`src/rtl/menu_arduino_tx.sv`:
```
// Serial status transmitter from the menu block to the Arduino display controller.
// Sends one 8N1 byte {P, menu_sel, value} whenever the selection changes or a resend is requested.
module menu_arduino_tx #(
  parameter int CLK_FREQ = 50000000,
  parameter int BAUD     = 9600,
  parameter int VAL_W    = 4
) (
  input  logic             clock,
  input  logic             reset,
  input  logic [2:0]       menu_sel,
  input  logic [VAL_W-1:0] value,
  input  logic             resend,
  output logic             tx,
  output logic             busy,
  output logic             sent
);

  localparam int DIV   = CLK_FREQ / BAUD;
  localparam int CNT_W = (DIV > 1) ? $clog2(DIV) : 1;
  localparam logic [CNT_W-1:0] CNT_LAST = CNT_W'(DIV - 1);

  typedef enum logic [1:0] {IDLE, START, DATA, STOP} state_t;

  state_t           state, state_nxt;
  logic [CNT_W-1:0] cnt, cnt_nxt;
  logic [2:0]       bit_idx, bit_idx_nxt;
  logic             resend_pend, resend_pend_nxt;
  logic [6:0]       last_sent;
  logic [6:0]       cur;
  logic [3:0]       val_ext;
  logic [7:0]       shift;
  logic             launch;
  logic             bit_done;

  // Parity bit on top makes the total number of ones in the byte even.
  function automatic logic [7:0] status_byte(input logic [6:0] payload);
    return {^payload, payload};
  endfunction

  always_comb begin
    val_ext = '0;
    val_ext[VAL_W-1:0] = value;
  end

  assign cur      = {menu_sel, val_ext};
  assign launch   = (state == IDLE) && ((cur != last_sent) || resend_pend || resend);
  assign bit_done = (cnt == CNT_LAST);

  always_comb begin
    state_nxt       = state;
    cnt_nxt         = bit_done ? '0 : cnt + 1'b1;
    bit_idx_nxt     = bit_idx;
    resend_pend_nxt = resend_pend | resend;
    case (state)
      IDLE: begin
        cnt_nxt = '0;
        if (launch) begin
          state_nxt       = START;
          resend_pend_nxt = 1'b0;
        end
      end
      START: begin
        if (bit_done) begin
          state_nxt   = DATA;
          bit_idx_nxt = '0;
        end
      end
      DATA: begin
        if (bit_done) begin
          if (bit_idx == 3'd7) state_nxt = STOP;
          else                 bit_idx_nxt = bit_idx + 3'd1;
        end
      end
      STOP: begin
        if (bit_done) state_nxt = IDLE;
      end
      default: state_nxt = IDLE;
    endcase
  end

  always_ff @(posedge clock or negedge reset) begin
    if (!reset) begin
      state       <= IDLE;
      cnt         <= '0;
      bit_idx     <= '0;
      resend_pend <= 1'b1;
      last_sent   <= '0;
    end else begin
      state       <= state_nxt;
      cnt         <= cnt_nxt;
      bit_idx     <= bit_idx_nxt;
      resend_pend <= resend_pend_nxt;
      if (launch) last_sent <= cur;
    end
  end

  // Frame payload is held only while busy, so it needs no reset.
  always_ff @(posedge clock) begin
    if (launch) shift <= status_byte(cur);
  end

  always_comb begin
    tx = 1'b1;
    case (state)
      START:   tx = 1'b0;
      DATA:    tx = shift[bit_idx];
      default: tx = 1'b1;
    endcase
  end

  assign busy = (state != IDLE);
  assign sent = (state == STOP) && bit_done;

endmodule

```
`config.mk`:
```
export PLATFORM = sky130hd
export DESIGN_NAME = menu_arduino_tx
export DESIGN_NICKNAME = d
export VERILOG_FILES = /design/src/rtl/menu_arduino_tx.sv
export SDC_FILE = /design/constraint.sdc
export NUM_CORES = 1
export LEC_CHECK = 0
export ABC_AREA = 1
export CAP_MARGIN = 20
export CORE_MARGIN = 1
export CORE_UTILIZATION = 25
export DETAILED_ROUTE_END_ITERATION = 16
export PLACE_DENSITY = 0.46
export SLEW_MARGIN = 20
export SYNTH_ARGS = -nofsm -noshare
export SYNTH_HDL_FRONTEND = slang
export SYNTH_SLANG_ARGS = --single-unit
```
`constraint.sdc`:
```
create_clock -name clock -period 2.1 [get_ports clock]
set_input_delay 0.42 -clock clock [delete_from_list [all_inputs] [get_ports clock]]
set_output_delay 0.42 -clock clock [all_outputs]
set_load 0.005 [all_outputs]
```
==> results of run 1 <==
final cells by class:
cell class,count,area [um^2],share of cell area (%)
repair buffers,28,237.7,10.39
multi-input cells,152,814.5,35.59
clock inverters,3,45.04,1.968
inverters,29,108.9,4.757
clock buffers,5,68.82,3.007
well taps,96,120.1,5.249
flip-flops and latches,34,893.4,39.04
stage by stage:
stage | setup slack (ns) | instances | utilization [%] | hold WS [ns]
floorplan | 0.6749 | 217 | - | 0.1244
global placement | 0.07844 | 332 | 30.50 | 0.4488
detailed placement | 0.07468 | 332 | 30.50 | 0.4554
CTS | 0.02407 | 346 | 32.83 | 0.5105
global route | 0.001855 | 347 | 32.96 | 0.5323
finish | 0.09628 | 347 | 32.96 | 0.5051
routing by layer:
| layer | GRT usage [%] | part of all wire [%] |
|---|---|---|
| met5 | 0 | 0 |
| met4 | 4.918 | 1.1 |
| met3 | 2.844 | 2.6 |
| met2 | 16.19 | 43 |
| met1 | 14.16 | 53 |
final timing paths:
kind	from	to	slack [ns]	cells past startpoint
max reg2reg	bit_idx[0]	bit_idx[0]	0.37	9
max	state[0]	busy	0.1	4
min	reset	last_sent[0]	0.51	2
max in group asynchronous	reset	resend_pend	1.29	2
min reg2reg	last_sent[5]	last_sent[5]	0.51	2
min in group clock	last_sent[5]	last_sent[5]	0.51	2
cells in the mapped netlist:
master    number  area, um^2
inv_1         22       82.58
dfstp_2        1       26.28
buf_6          1       11.26
nor2_2         2       12.51
inv_2          7       26.28
nor3b_1        1       7.510
nor2_1        25       93.84
nor3_1         2       10.01
nor3_2         1       10.01
buf_2          1       5.000
o31ai_1        1       7.510
nor3b_2        1       12.51
o21ai_0        3       15.01
o21ai_2        3       26.28
dfrtp_1       25       625.6
nand2_4        1       11.26
nand2_2        3       18.77
o21ai_1        2       10.01
ha_1           7       87.58
nand4_1        2       12.51
and3_1         1       6.260
xor2_1         5       43.79
nor2_4         1       11.26
a31oi_1        1       6.260
nand3_1       19       95.09
xnor2_1        9       78.83
nand2_1       62       232.7
edfxtp_1       8       240.2
state kept, by name (all words and copies together) (netlist names):
register	count
shift	8
last_sent	7
resend_pend	1
bit_idx	3
state	2
cnt	13
repair_timing:
item | CTS | global route
gates resized for setup | 7 | 2
endpoints found under the setup margin | 2 | 2
pin swaps | 2 | 0
buffers inserted | 6 | 1
cell families after synthesis:
family,after synthesis
buf+inv,31
flops,34
simple gates,121
xor+xnor,14
compound gates,10
fa+ha+maj,7
power groups by stage:
stage	Combinational (mW)	Clock, mW	Sequential [mW]
6_report	0.883	0.611	0.994
2_1_floorplan	0.617	0	0.985
3_3_place_gp	0.844	0	1.01
5_1_grt	1.02	0.654	1.02
4_1_cts	0.876	0.633	0.994
3_5_place_dp	0.848	0	1.01
critical path, delay by kind of cell (launching register included):
| family | cells | cell delay, ns |
|---|---|---|
| fa+ha+maj | 1 | 0.23 |
| buf+inv | 3 | 0.67 |
| flops | 1 | 0.40 |
==> flow_summary_export.csv, run 1 <==
group,metric,value,unit
drt,ant_nets,0,
power_and_ir_drop,comb_power_share,35.5,%
sta,rsz0062_at_grt,"false",
setup_path,setup.worst_path.class,"reg -> out",
floorplan,ios,13,
yosys,synth_top_family_by_area,"simple AND/OR/NAND/NOR gates",
sta,slew_headroom,74.18,%
setup_path,path_cells,"inv_1, ha_1, inv_2, clkdlybuf4s50_1",
drt,drtPass1Iterations,4,
global_route,grt_remaining_overflow,0,
floorplan,dieWidth,87.48,um
placed_design,routabilityCongestion,0.7241,
yosys,postSynthAreaPerCell,8.418,um^2
power_and_ir_drop,p_int,1.609,mW
layout,nFillCells,740,
global_route,grt_start_max_net_pins,27,
clock_tree,clk_pin_slew,0.08,ns
clock_tree,cts_sinks,34,
power_and_ir_drop,p_total,2.488,mW
setup_path,arrival,1.58,ns
power_and_ir_drop,ir_drop,0.0003475,V
layout,design_area,0.002288,mm^2
drt,wl_per_cell,10.34,um
setup_path,slowest_stage,"clkdlybuf4s50_1",
yosys,ys_seq_area_share,48.84,%
sta,finalSetupViolations,0,
setup_path,crit_fanout,4,
sta,min_period,2.004,ns
sta,tns,0,ns
yosys,synthAdderAreaFrac,4.795,%
setup_path,required,1.68,ns
power_and_ir_drop,p_per_area,1087,mW/mm^2
setup_path,slowest_delay,0.50,ns
global_route,grt_pass1_vias,1359,
sta,max_freq,0.4991,GHz
global_route,gr-usage-all-layers,10.68,%
setup_path,worst_setup_path_end_kind,"output port",
yosys,synth_seq_cells,34,
power_and_ir_drop,p_switching,0.8788,mW
sta,worst_slew_pin_slew,0.3868,ns
layout,drive_gt1_share,19.92,%
sta,skew,0.008681,ns
clock_tree,cts_root_buffer,"clkbuf_8",
sta,hold_viol,0,
yosys,synthSimpleGateAreaFrac,29.25,%
power_and_ir_drop,netSwitchingFraction,35.32,%
clock_tree,cts_tree,"done",
yosys,synth_area,0.001827,mm^2
clock_tree,h-tree-depth,2,
floorplan,rows,30,
yosys,synth_compound_area_share,3.562,%
power_and_ir_drop,leakage,1.054,nW
sta,fin_crit_sh,95.42,%
yosys,synth_nets,234,
clock_tree,cts_buffers,5,
floorplan,start_util,26.31,%
drt,drtIter0Drc,51,
job,drv_cap,0,
placed_design,place_area,0.002118,mm^2
floorplan,core-area,0.006944,mm^2
clock_tree,clockBufferDepth,2,
placed_design,port_buffers,12,
power_and_ir_drop,power_frac_clock,24.5,%
drt,num_vias,1415,
drt,routed_wirelength,3589,um
clock_tree,clkLatencyLatePin,0.29,ns
layout,area_growth,25.27,%
layout,antenna_cells,0,
drt,viasPerCell,4.078,
layout,final_common_cell,"nand2_1",
yosys,syn_inst,217,
yosys,ys_warn_count,0,
yosys,synthMuxAreaShare,0,%
placed_design,hpwl,2616,um
run_status,status,"completed",
floorplan,die_area,0.007653,mm^2
floorplan,fp.dieH,87.48,um
global_route,grt_antenna_before_repair,0,
layout,final_cell_mix,"nand2_1 (62), nor2_1 (24), dfrtp_1 (24)",
drt,drc,0,
yosys,synth-xor-area-share,6.712,%
clock_tree,hold_buffers,0,
worst_hold_path,hold_class,"in -> async",
global_route,grt_pass1_wl,6182,um
yosys,synth.distinct_cells,28,
power_and_ir_drop,pwr-share-seq,40.0,%
sta,drv_slew,0,
layout,final_nets,267,
setup_path,cp-start-kind,"register",
No activity file was read; power rests on OpenSTA's default activity.
==> run 2, diff against run 1 <==
Settings changed: CORE_MARGIN 1 to 2.
==> run 2 against run 1 <==
Against the previous run:
- worst setup slack worse by 0.0043 ns
- power decreased by 1.1%
- sequential share of layout area is 0.19 points higher
==> flow_summary_export.csv, run 2 (synthesis results as in run 1) <==
group,metric,value,unit
run_status,status,"completed",
global_route,grt_start_max_net_pins,27,
placed_design,place_area,0.002115,mm^2
placed_design,place_inst,334,
global_route,gr-usage-all-layers,10.42,%
layout,largest_register_ffs,13,
power_and_ir_drop,ir_drop,0.0004469,V
sta,fin_crit_sh,95.62,%
drt,num_vias,1413,
floorplan,die_area,0.008007,mm^2
sta,rsz0062_at_grt,"false",
drt,routed_wirelength,3525,um
clock_tree,cts_root_buffer,"clkbuf_8",
clock_tree,cts_tree,"done",
clock_tree,cts_buffers,5,
placed_design,hpwl,2662,um
floorplan,rows,31,
clock_tree,clkLatencyLatePin,0.28,ns
clock_tree,clockBufferDepth,2,
sta,tns,0,ns
layout,final_cells,348,
global_route,grt_remaining_overflow,0,
setup_path,worst_setup_path_end_kind,"output port",
drt,viasPerCell,4.060,
floorplan,fp.dieH,89.48,um
layout,antenna_cells,0,
clock_tree,clk_pin_slew,0.07,ns
sta,skew,0.001504,ns
sta,slew_headroom,73.88,%
sta,worst_slew_pin_slew,0.3913,ns
layout,final_cell_mix,"nand2_1 (62), nor2_1 (24), dfrtp_1 (24)",
setup_path,cp-start-kind,"register",
drt,drtIter0Drc,40,
drt,drtPass1Iterations,4,
setup_path,slowest_stage,"clkdlybuf4s50_1",
setup_path,setup.worst_path.class,"reg -> out",
global_route,grt_pass1_wl,6334,um
drt,ant_nets,0,
layout,nFillCells,769,
layout,design_area,0.002277,mm^2
setup_path,r2r_cells,11,
floorplan,core-area,0.007176,mm^2
worst_hold_path,hold_class,"in -> async",
setup_path,reg2reg_setup_slack,0.27,ns
global_route,grt_pass1_vias,1381,
setup_path,timing.rr.start,"bit_idx[0]",
sta,finalSetupViolations,0,
clock_tree,cts_sinks,34,
layout,final_nets,265,
floorplan,ios,13,
placed_design,port_buffers,12,
sta,min_period,2.008,ns
global_route,grt_antenna_before_repair,0,
setup_path,r2r-end,"state[0]",
setup_path,arrival,1.59,ns
layout,drive_gt1_share,18.88,%
setup_path,crit_fanout,4,
power_and_ir_drop,leakage,1.046,nW
floorplan,dieWidth,89.48,um
clock_tree,h-tree-depth,2,
floorplan,start_util,25.46,%
sta,hold_ws,0.4968,ns
layout,top_register,"cnt",
sta,drv_slew,0,
layout,final_common_cell,"nand2_1",
power_and_ir_drop,p_per_area,1080,mW/mm^2
layout,reg_top3,"cnt (13), shift (8), last_sent (7)",
placed_design,routabilityCongestion,0.7449,
setup_path,slowest_delay,0.50,ns
setup_path,path_cells,"inv_1, ha_1, inv_2, clkdlybuf4s50_1",
drt,drc,0,
job,drv_cap,0,
layout,area_growth,24.66,%
setup_path,required,1.68,ns
sta,max_freq,0.4980,GHz
drt,wl_per_cell,10.13,um
sta,hold_viol,0,
run 2: changes by cell type in the layout (fill, tap and decap cells not counted):
cell / delta
buf_4: -2
inv_1: +1
inv_2: -1
run 2: power by group:
group | internal, mW | leakage (nW) | switching, mW
logic | 0.354 | 0.580 | 0.507
clock network | 0.353 | 0.0504 | 0.251
registers | 0.891 | 0.415 | 0.104
total | 1.60 | 1.05 | 0.862
run 2: how the worst max path moves through the flow:
stage	from	to	cells after the start
floorplan	bit_idx[0]	bit_idx[0]	8
global placement	bit_idx[0]	tx	8
detailed placement	bit_idx[0]	tx	8
CTS	state[0]	busy	4
global route	state[0]	busy	4
finish	state[0]	busy	4
run 2: area by class of cell:
type	count	area, um^2	area share (%)
multi-input combinational	152	814.5	35.77
clock buffer	5	68.82	3.022
timing repair buffer	26	222.7	9.780
clock inverter	3	45.04	1.978
sequential	34	893.4	39.23
tap	99	123.9	5.440
inverter	29	108.9	4.780
run 2: worst max-delay path: cells and delay by family, from the launching register on:
family	cells	cell delay (ns)
flops	1	0.41
buf+inv	3	0.67
fa+ha+maj	1	0.22
run 2: repair_timing:
action	CTS	global route
buffers inserted	6	0
hold buffers	0	0
endpoints found under the hold margin	0	0
pin swaps	2	0
resized for setup	7	1
endpoints found under the setup margin	2	1
run 2: stage by stage:
| stage | setup slack (ns) | power [mW] | util, % |
|---|---|---|---|
| 2_1_floorplan | 0.6749 | 1.602 | - |
| 3_3_place_gp | 0.02894 | 1.857 | 29.47 |
| 3_5_place_dp | 0.01854 | 1.854 | 29.47 |
| 4_1_cts | 0.02689 | 2.493 | 31.74 |
| 5_1_grt | 0.007624 | 2.685 | 31.74 |
| 6_report | 0.09194 | 2.460 | 31.74 |
run 2: per-layer routing:
layer  global-route usage (%)  vias up  part of all wire, %
li1                         -      737                    -
met1                    13.97      653                   52
met2                    15.76       18                   43
met3                    2.585        5                  2.8
met4                    4.885        0                  2.2
met5                        0        -                    0
==> run 3, diff against run 2 <==
Settings changed: CAP_MARGIN 20 to default.
==> results of run 3 <==
No change in the layout: final DEF, timing and power equal those of run 2.
